`config.mk`:
```
export PLATFORM = sky130hd
export DESIGN_NAME = bfp_scaler_pipe
export DESIGN_NICKNAME = d
export VERILOG_FILES = /design/src/rtl/bfp_pkg.sv /design/src/rtl/bfp_shift_sat.sv /design/src/rtl/bfp_scaler_pipe.sv
export SDC_FILE = /design/constraint.sdc
export NUM_CORES = 1
export LEC_CHECK = 0
export CAP_MARGIN = 25
export CORE_MARGIN = 2
export CORE_UTILIZATION = 30
export CTS_BUF_LIST = sky130_fd_sc_hd__clkbuf_8
export CTS_CLUSTER_SIZE = 28
export DETAILED_ROUTE_END_ITERATION = 16
export GPL_ROUTABILITY_DRIVEN = 0
export GPL_TIMING_DRIVEN = 0
export PLACE_DENSITY = 0.58
export SLEW_MARGIN = 20
export SYNTH_ARGS = -nofsm -noshare
export SYNTH_HDL_FRONTEND = slang
export SYNTH_SLANG_ARGS = --single-unit
```
`constraint.sdc`:
```
create_clock -name clk -period 5.05 [get_ports clk]
set_input_delay 1.01 -clock clk [delete_from_list [all_inputs] [get_ports clk]]
set_output_delay 1.01 -clock clk [all_outputs]
set_load 0.01 [all_outputs]
```
`src/rtl/bfp_pkg.sv`:
```
// Shared definitions for the block-floating-point output scaler.
// Holds the error codes, the framing FSM state type and the helper that
// gives the signed saturation limits of an output width.
package bfp_pkg;

    localparam int unsigned ERR_W = 2;

    localparam logic [ERR_W-1:0] ERR_NONE        = 2'b00;
    localparam logic [ERR_W-1:0] ERR_MISSING_SOP = 2'b01;
    localparam logic [ERR_W-1:0] ERR_MISSING_EOP = 2'b10;
    localparam logic [ERR_W-1:0] ERR_BAD_EXP     = 2'b11;

    typedef enum logic {
        IDLE    = 1'b0,
        INFRAME = 1'b1
    } frame_state_e;

    // Largest (want_min=0) or smallest (want_min=1) two's complement value of 'width' bits.
    function automatic longint sat_limit(input int unsigned width, input logic want_min);
        if (want_min) begin
            return -(64'sd1 <<< (width - 1));
        end
        return (64'sd1 <<< (width - 1)) - 64'sd1;
    endfunction

endpackage

```
`src/rtl/bfp_shift_sat.sv`:
```
// Combinational shift/saturate for one sample component: out = din * 2^(-exp_val).
// Negative exponents shift left (saturating to the OUT_W range), positive ones
// shift right (floor, or round half away from zero when BFP_SCALER_ROUND_EN
// is defined).
// Ports: din (DIN_W, two's complement), exp_val (EXP_W, signed),
//        dout_c (OUT_W result), sat_c (result was clamped).
module bfp_shift_sat
    import bfp_pkg::*;
#(
    parameter int unsigned DIN_W   = 17,
    parameter int unsigned OUT_W   = 17,
    parameter int unsigned EXP_W   = 6,
    parameter int unsigned LSH_MAX = 14
) (
    input  logic [DIN_W-1:0] din,
    input  logic [EXP_W-1:0] exp_val,
    output logic [OUT_W-1:0] dout_c,
    output logic             sat_c
);

    // Wide enough that the largest legal left shift cannot overflow.
    localparam int unsigned WIDE_W = DIN_W + LSH_MAX + 2;
    localparam logic signed [WIDE_W-1:0] HI = WIDE_W'(sat_limit(OUT_W, 1'b0));
    localparam logic signed [WIDE_W-1:0] LO = WIDE_W'(sat_limit(OUT_W, 1'b1));

    logic signed [WIDE_W-1:0] x;
    logic signed [WIDE_W-1:0] shifted;
    logic                     neg_exp;
    logic [EXP_W-1:0]         mag;

    assign neg_exp = exp_val[EXP_W-1];
    assign mag     = neg_exp ? (~exp_val + EXP_W'(1)) : exp_val;
    assign x       = WIDE_W'($signed(din));

`ifdef BFP_SCALER_ROUND_EN
    logic [WIDE_W-1:0] frac;
    logic [WIDE_W-1:0] half;
    logic              rnd;

    // Increment the floored result when the dropped fraction is above one half,
    // or exactly one half on a non-negative value (ties move away from zero).
    always_comb begin
        frac = x & ((WIDE_W'(1) << mag) - WIDE_W'(1));
        half = (WIDE_W'(1) << mag) >> 1;
        rnd  = (mag != '0) && ((frac > half) || ((frac == half) && !x[WIDE_W-1]));
    end
`endif

    // Shift, then clamp to the output range.
    always_comb begin
        if (neg_exp) begin
            shifted = x <<< mag;
        end else begin
            shifted = x >>> mag;
`ifdef BFP_SCALER_ROUND_EN
            if (rnd) begin
                shifted = shifted + WIDE_W'(1);
            end
`endif
        end
        sat_c  = 1'b0;
        dout_c = OUT_W'(shifted);
        if (shifted > HI) begin
            sat_c  = 1'b1;
            dout_c = OUT_W'(HI);
        end else if (shifted < LO) begin
            sat_c  = 1'b1;
            dout_c = OUT_W'(LO);
        end
    end

endmodule

```
`src/rtl/bfp_scaler_pipe.sv`:
```
// Block-floating-point output scaler: source = sink * 2^(-exp) on complex
// samples, two-stage Avalon-ST pipeline (ready latency 0) with SOP/EOP checks.
// Optional build macro: BFP_SCALER_ROUND_EN (round half away from zero on
// right shifts instead of truncating toward -inf).
// Ports:
//   clk, reset_n                        clock, synchronous active-low reset
//   sink_valid/ready/sop/eop            input handshake and framing
//   sink_real/imag [IN_W], sink_exp [EXP_W], sink_error [2]
//   source_valid/ready/sop/eop          output handshake and framing
//   source_real/imag [OUT_W], source_error [2]
//   sat_flag                            sticky saturation of current/last frame
module bfp_scaler_pipe
    import bfp_pkg::*;
#(
    parameter int unsigned IN_W          = 16,
    parameter int unsigned OUT_W         = 17,
    parameter int unsigned EXP_W         = 6,
    parameter int          MIN_EXP       = -14,
    parameter int          MAX_EXP       = 2,
    parameter int unsigned EXP_PER_FRAME = 1
) (
    input  logic                 clk,
    input  logic                 reset_n,
    input  logic                 sink_valid,
    output logic                 sink_ready,
    input  logic                 sink_sop,
    input  logic                 sink_eop,
    input  logic [IN_W-1:0]      sink_real,
    input  logic [IN_W-1:0]      sink_imag,
    input  logic [EXP_W-1:0]     sink_exp,
    input  logic [ERR_W-1:0]     sink_error,
    output logic                 source_valid,
    input  logic                 source_ready,
    output logic                 source_sop,
    output logic                 source_eop,
    output logic [OUT_W-1:0]     source_real,
    output logic [OUT_W-1:0]     source_imag,
    output logic [ERR_W-1:0]     source_error,
    output logic                 sat_flag
);

    localparam int unsigned LSH_MAX = (MIN_EXP < 0) ? 32'(-MIN_EXP) : 32'd0;

    // Stage 1 registers
    logic               s1_valid;
    logic               s1_sop;
    logic               s1_eop;
    logic               s1_bad_exp;
    logic [OUT_W-1:0]   s1_real;
    logic [OUT_W-1:0]   s1_imag;
    logic [EXP_W-1:0]   s1_exp;
    logic [ERR_W-1:0]   s1_err;
    logic [EXP_W-1:0]   held_exp;
    frame_state_e       state;

    // Saturation of the beat currently held in stage 2
    logic               s2_sat;

    logic               accept_c;
    logic               s2_load_c;
    logic               s2_pop_c;
    logic [EXP_W-1:0]   eff_exp_c;
    logic               bad_exp_c;
    logic [ERR_W-1:0]   frame_err_c;
    logic [ERR_W-1:0]   beat_err_c;
    logic [OUT_W-1:0]   re_scaled_c;
    logic [OUT_W-1:0]   im_scaled_c;
    logic               re_sat_c;
    logic               im_sat_c;
    logic               beat_sat_c;
    logic               sat_next_c;

    // Stage 1 can take a beat whenever it is empty or will move on this edge.
    assign sink_ready = !s1_valid || !source_valid || source_ready;
    assign accept_c   = sink_valid && sink_ready;
    assign s2_load_c  = s1_valid && (!source_valid || source_ready);
    assign s2_pop_c   = source_valid && source_ready;

    assign eff_exp_c = ((EXP_PER_FRAME != 0) && !sink_sop) ? held_exp : sink_exp;
    assign bad_exp_c = (int'($signed(eff_exp_c)) < MIN_EXP) ||
                       (int'($signed(eff_exp_c)) > MAX_EXP);

    // Framing check of the incoming beat and final error code selection.
    always_comb begin
        frame_err_c = ERR_NONE;
        if ((state == IDLE) && !sink_sop) begin
            frame_err_c = ERR_MISSING_SOP;
        end
        if ((state == INFRAME) && sink_sop) begin
            frame_err_c = ERR_MISSING_EOP;
        end
        if (sink_error != ERR_NONE) begin
            beat_err_c = sink_error;
        end else if (bad_exp_c) begin
            beat_err_c = ERR_BAD_EXP;
        end else begin
            beat_err_c = frame_err_c;
        end
    end

    // Stage 1: capture the beat, latch the frame exponent, advance framing FSM.
    always_ff @(posedge clk) begin
        if (!reset_n) begin
            s1_valid   <= 1'b0;
            s1_sop     <= 1'b0;
            s1_eop     <= 1'b0;
            s1_bad_exp <= 1'b0;
            s1_real    <= '0;
            s1_imag    <= '0;
            s1_exp     <= '0;
            s1_err     <= ERR_NONE;
            held_exp   <= '0;
            state      <= IDLE;
        end else if (accept_c) begin
            s1_valid   <= 1'b1;
            s1_sop     <= sink_sop;
            s1_eop     <= sink_eop;
            s1_bad_exp <= bad_exp_c;
            s1_real    <= OUT_W'($signed(sink_real));
            s1_imag    <= OUT_W'($signed(sink_imag));
            s1_exp     <= eff_exp_c;
            s1_err     <= beat_err_c;
            if (sink_sop) begin
                held_exp <= sink_exp;
            end
            case (state)
                IDLE:    if (sink_sop && !sink_eop) state <= INFRAME;
                INFRAME: if (sink_eop) state <= IDLE;
                default: state <= IDLE;
            endcase
        end else if (s2_load_c) begin
            s1_valid <= 1'b0;
        end
    end

    bfp_shift_sat #(
        .DIN_W   (OUT_W),
        .OUT_W   (OUT_W),
        .EXP_W   (EXP_W),
        .LSH_MAX (LSH_MAX)
    ) u_shift_re (
        .din     (s1_real),
        .exp_val (s1_exp),
        .dout_c  (re_scaled_c),
        .sat_c   (re_sat_c)
    );

    bfp_shift_sat #(
        .DIN_W   (OUT_W),
        .OUT_W   (OUT_W),
        .EXP_W   (EXP_W),
        .LSH_MAX (LSH_MAX)
    ) u_shift_im (
        .din     (s1_imag),
        .exp_val (s1_exp),
        .dout_c  (im_scaled_c),
        .sat_c   (im_sat_c)
    );

    assign beat_sat_c = !s1_bad_exp && (re_sat_c || im_sat_c);

    // Sticky flag: an SOP beat leaving restarts it from its own saturation,
    // any saturating beat entering stage 2 sets it.
    always_comb begin
        sat_next_c = sat_flag;
        if (s2_pop_c && source_sop) begin
            sat_next_c = s2_sat;
        end
        if (s2_load_c && beat_sat_c) begin
            sat_next_c = 1'b1;
        end
    end

    // Stage 2: scaled result, held while downstream stalls.
    always_ff @(posedge clk) begin
        if (!reset_n) begin
            source_valid <= 1'b0;
            source_sop   <= 1'b0;
            source_eop   <= 1'b0;
            source_real  <= '0;
            source_imag  <= '0;
            source_error <= ERR_NONE;
            s2_sat       <= 1'b0;
            sat_flag     <= 1'b0;
        end else begin
            sat_flag <= sat_next_c;
            if (s2_load_c) begin
                source_valid <= 1'b1;
                source_sop   <= s1_sop;
                source_eop   <= s1_eop;
                source_real  <= s1_bad_exp ? '0 : re_scaled_c;
                source_imag  <= s1_bad_exp ? '0 : im_scaled_c;
                source_error <= s1_err;
                s2_sat       <= beat_sat_c;
            end else if (s2_pop_c) begin
                source_valid <= 1'b0;
            end
        end
    end

endmodule

```
==> results.cfg <==
[status]
outcome = complete, no violations

[synthesis]
synthTopCellsByArea = dfxtp_1 (23%), mux2i_1 (16%), nand2_1 (9.1%)
ys_seq_elements = 86
synth_top_area_frac = 0.230
yosysUniqueCellTypes = 84
syn_area_um2 = 7480
ys.flop_type = dfxtp_1
synth_edf_count = 0
yosysSeqAreaShare = 0.230
synthesis.instances = 972
synth_nets = 1019
ys_warn_count = 0
synth_largest_area_cell = dfxtp_1
async_flop_share = 0
post_synth.cell_area_avg_um2 = 7.69

[run]
cap_violations = 0

[pwr]
power_density_nw_per_um2 = 224
combPwrFrac = 0.367
leakage_nw = 3.34
finalPower_mw = 2.06
clkPwrFrac = 0.265
p_sw_frac = 0.390
p_int_mw = 1.26
peakVddDrop_v = 0.000196
p_seq_frac = 0.368
p_switching_uw = 803

[critical_path]
cp_data_required_time_ps = 5390
crit_buf_inv = 9
worstSetupEndpointType = register
arrival_ps = 5250
cp_max_fo = 19
crit_path_cell_trace = buf_6 > buf_12 > clkinvlp_4 > buf_4 > buf_4 > ha_2 > mux2_4 > buf_6 > buf_6 > buf_8 > mux2i_1 > mux2i_2 > nor2_1 > a211o_1 > or4_1 > or4_4 > a21oi_4 > buf_6 > o21ai_1 > nand3_1
crit_cells = 20
path_delay_family = buffers and inverters
crit_top_cell = buf_6
worstSetupPathType = reg -> reg
cp_slowest_cell = or4_4
ff2ff_path_depth = 20
critPathLaunchType = register
max_stage_delay_ps = 550

[sta]
slew_viol_final = 0
fin_crit_sh = 0.973
holdWs_ps = 466
setup-tns-final_ps = 0
max_slew.worst_pin.slew_ps = 1140
hold_viol = 0
setup_viol = 0
max_freq_mhz = 204
max_slew_margin = 0.240
finalClockSkew_ps = 21.6
rsz0062_at_grt = no
period_needed_ps = 4910

[place]
placed_area_um2 = 8750
portBuffers = 85
dp_hpwl_um = 22600

[final_layout]
fin_area_um2 = 9210
layout.nets = 1121
postLayoutCoreUtil = 0.377
drive_gt1_frac = 0.125
n_antenna_cell = 0
area_growth_pct = 23.1

[min_path]
min_path_cells = 2
hold_path.class = reg -> reg

[global_routing]
grt_pass1_wl_um = 45200
overflow = 0
antenna_found_initial = 0
grtUsageTotal = 0.220
grt_pass1_vias = 7688
grt_max_degree = 18

[clocking]
clk_latency_ps = 410
holdBufCountCts = 0
cts-root-buf = clkbuf_8
cts_tree = built
cts.sinks = 86
htreeDepth = 3
numCtsBuffers = 9
clk_path_buf_depth = 2
clkSlewWorstSetupHoldPaths_ps = 100

[detailed_routing]
postRouteAntennaNets = 0
wl_per_cell_um = 21.0
firstDrtPassIters = 6
routed_wl_um = 29500
num_vias = 8154
drt-initial-drc-count = 1035
avgViaCountPerCell = 5.81
drc = 0

[floorplanning]
dieWidth_um = 162
die_h_um = 162
start_util = 0.307
core_um2 = 24400
pin_count = 87
rows = 57
die-area_um2 = 26200
[cells in the final DEF (no fill, tap or decap), types with 7 or more instances in the layout]
cell type	count
nand3_1	34
o211ai_1	20
clkbuf_8	9
a22oi_1	21
buf_1	12
nand2b_1	7
o22ai_1	13
mux2i_1	115
nand4_1	9
nor3_1	12
mux2_2	26
a22o_1	9
dfxtp_1	85
o21ai_0	33
nor2_1	55
buf_4	16
buf_6	7
a31oi_1	9
nand2_1	181
clkbuf_1	39
inv_1	8
a21boi_0	40
o2bb2ai_1	7
buf_2	13
mux2i_2	7
clkdlybuf4s50_1	85
nor2b_1	9
a21oi_1	57
[path summary, 6_finish.rpt]
path                       start             end  slack, ps
setup reg to reg     held_exp[0]  source_real[7]        140
setup / recovery     held_exp[0]  source_real[7]        140
hold reg to reg   source_real[7]  source_real[7]        470
hold / removal    source_real[7]  source_real[7]        470
[through the flow]
| step | setup slack [ps] | std cells |
|---|---|---|
| CTS | 22.9 | 1404 |
| detailed placement | -1240 | 1381 |
| global placement | -1190 | 1381 |
| floorplan | 90.0 | 972 |
| finish | 137 | 1403 |
| global route | 12.4 | 1403 |
[kinds of logic (layout without fill, tap and decap cells)]
| group | count (synthesis) | count (layout) | share of synthesized area |
|---|---|---|---|
| flip-flops | 86 | 86 | 0.230 |
| XOR/XNOR | 6 | 6 | 0.0115 |
| multiplexers | 161 | 161 | 0.230 |
| AO/OA/AOI/OAI | 275 | 275 | 0.255 |
| buffers and inverters | 99 | 206 | 0.0656 |
| AND/OR/NAND/NOR | 344 | 344 | 0.206 |
| adder cells (fa/ha/maj) | 1 | 1 | 0.00167 |
[Yosys cell counts (all sizes together) (20+ instances only)]
master,number
o211ai,20
nor2,57
a21oi,59
nand2,182
buf,45
clkbuf,45
nand3,34
mux2i,126
a22oi,21
dfxtp,86
o21ai,37
a21boi,40
mux2,32
[state kept, by name, summed over array words and instances, names as in the netlist]
name and flops:
s1_valid 1, source_eop 1, s1_eop 1, s1_bad_exp 1, s1_real 16, source_imag 17
held_exp 6, source_sop 1, s2_sat 1, s1_imag 16, s1_err 2, source_valid 1
source_real 17, s1_sop 1, source_error 2, state 1, sat_flag 1
[routing by layer]
metal / global-route usage / vias up / part of all wire
li1: - / 3768 / -
met1: 0.312 / 3768 / 0.45
met2: 0.316 / 527 / 0.41
met3: 0.0572 / 91 / 0.11
met4: 0.0853 / 0 / 0.041
met5: 0 / - / 0
[tightest hold or removal path, stage by stage (launching register included)]
cell and delay, ps:
dfxtp_1 320, nand2_1 50, nand3_1 50
[repair_timing]
item | CTS | global route
gates resized for setup | 32 | 20
setup endpoints to repair | 35 | 34
setup buffers | 7 | 1
pin swaps | 1 | 1
[area by class of cell]
class / instances / area (um^2)
Tap cell: 324 / 405
Inverter: 9 / 37.5
Buffer: 88 / 480
Clock inverter: 7 / 86.3
Fill cell: 2561 / 15200
Clock buffer: 9 / 124
Sequential cell: 86 / 1730
Multi-Input combinational cell: 787 / 5440
Timing Repair Buffer: 93 / 911
[power groups by stage]
stage,clock [mW],sequential (mW),combinational [mW]
global placement,0,0.772,0.695
global route,0.583,0.763,0.795
finish,0.547,0.758,0.756
detailed placement,0,0.773,0.695
floorplan,0,0.769,0.441
CTS,0.556,0.757,0.719
Note: power is estimated with default switching activity, not from simulation.
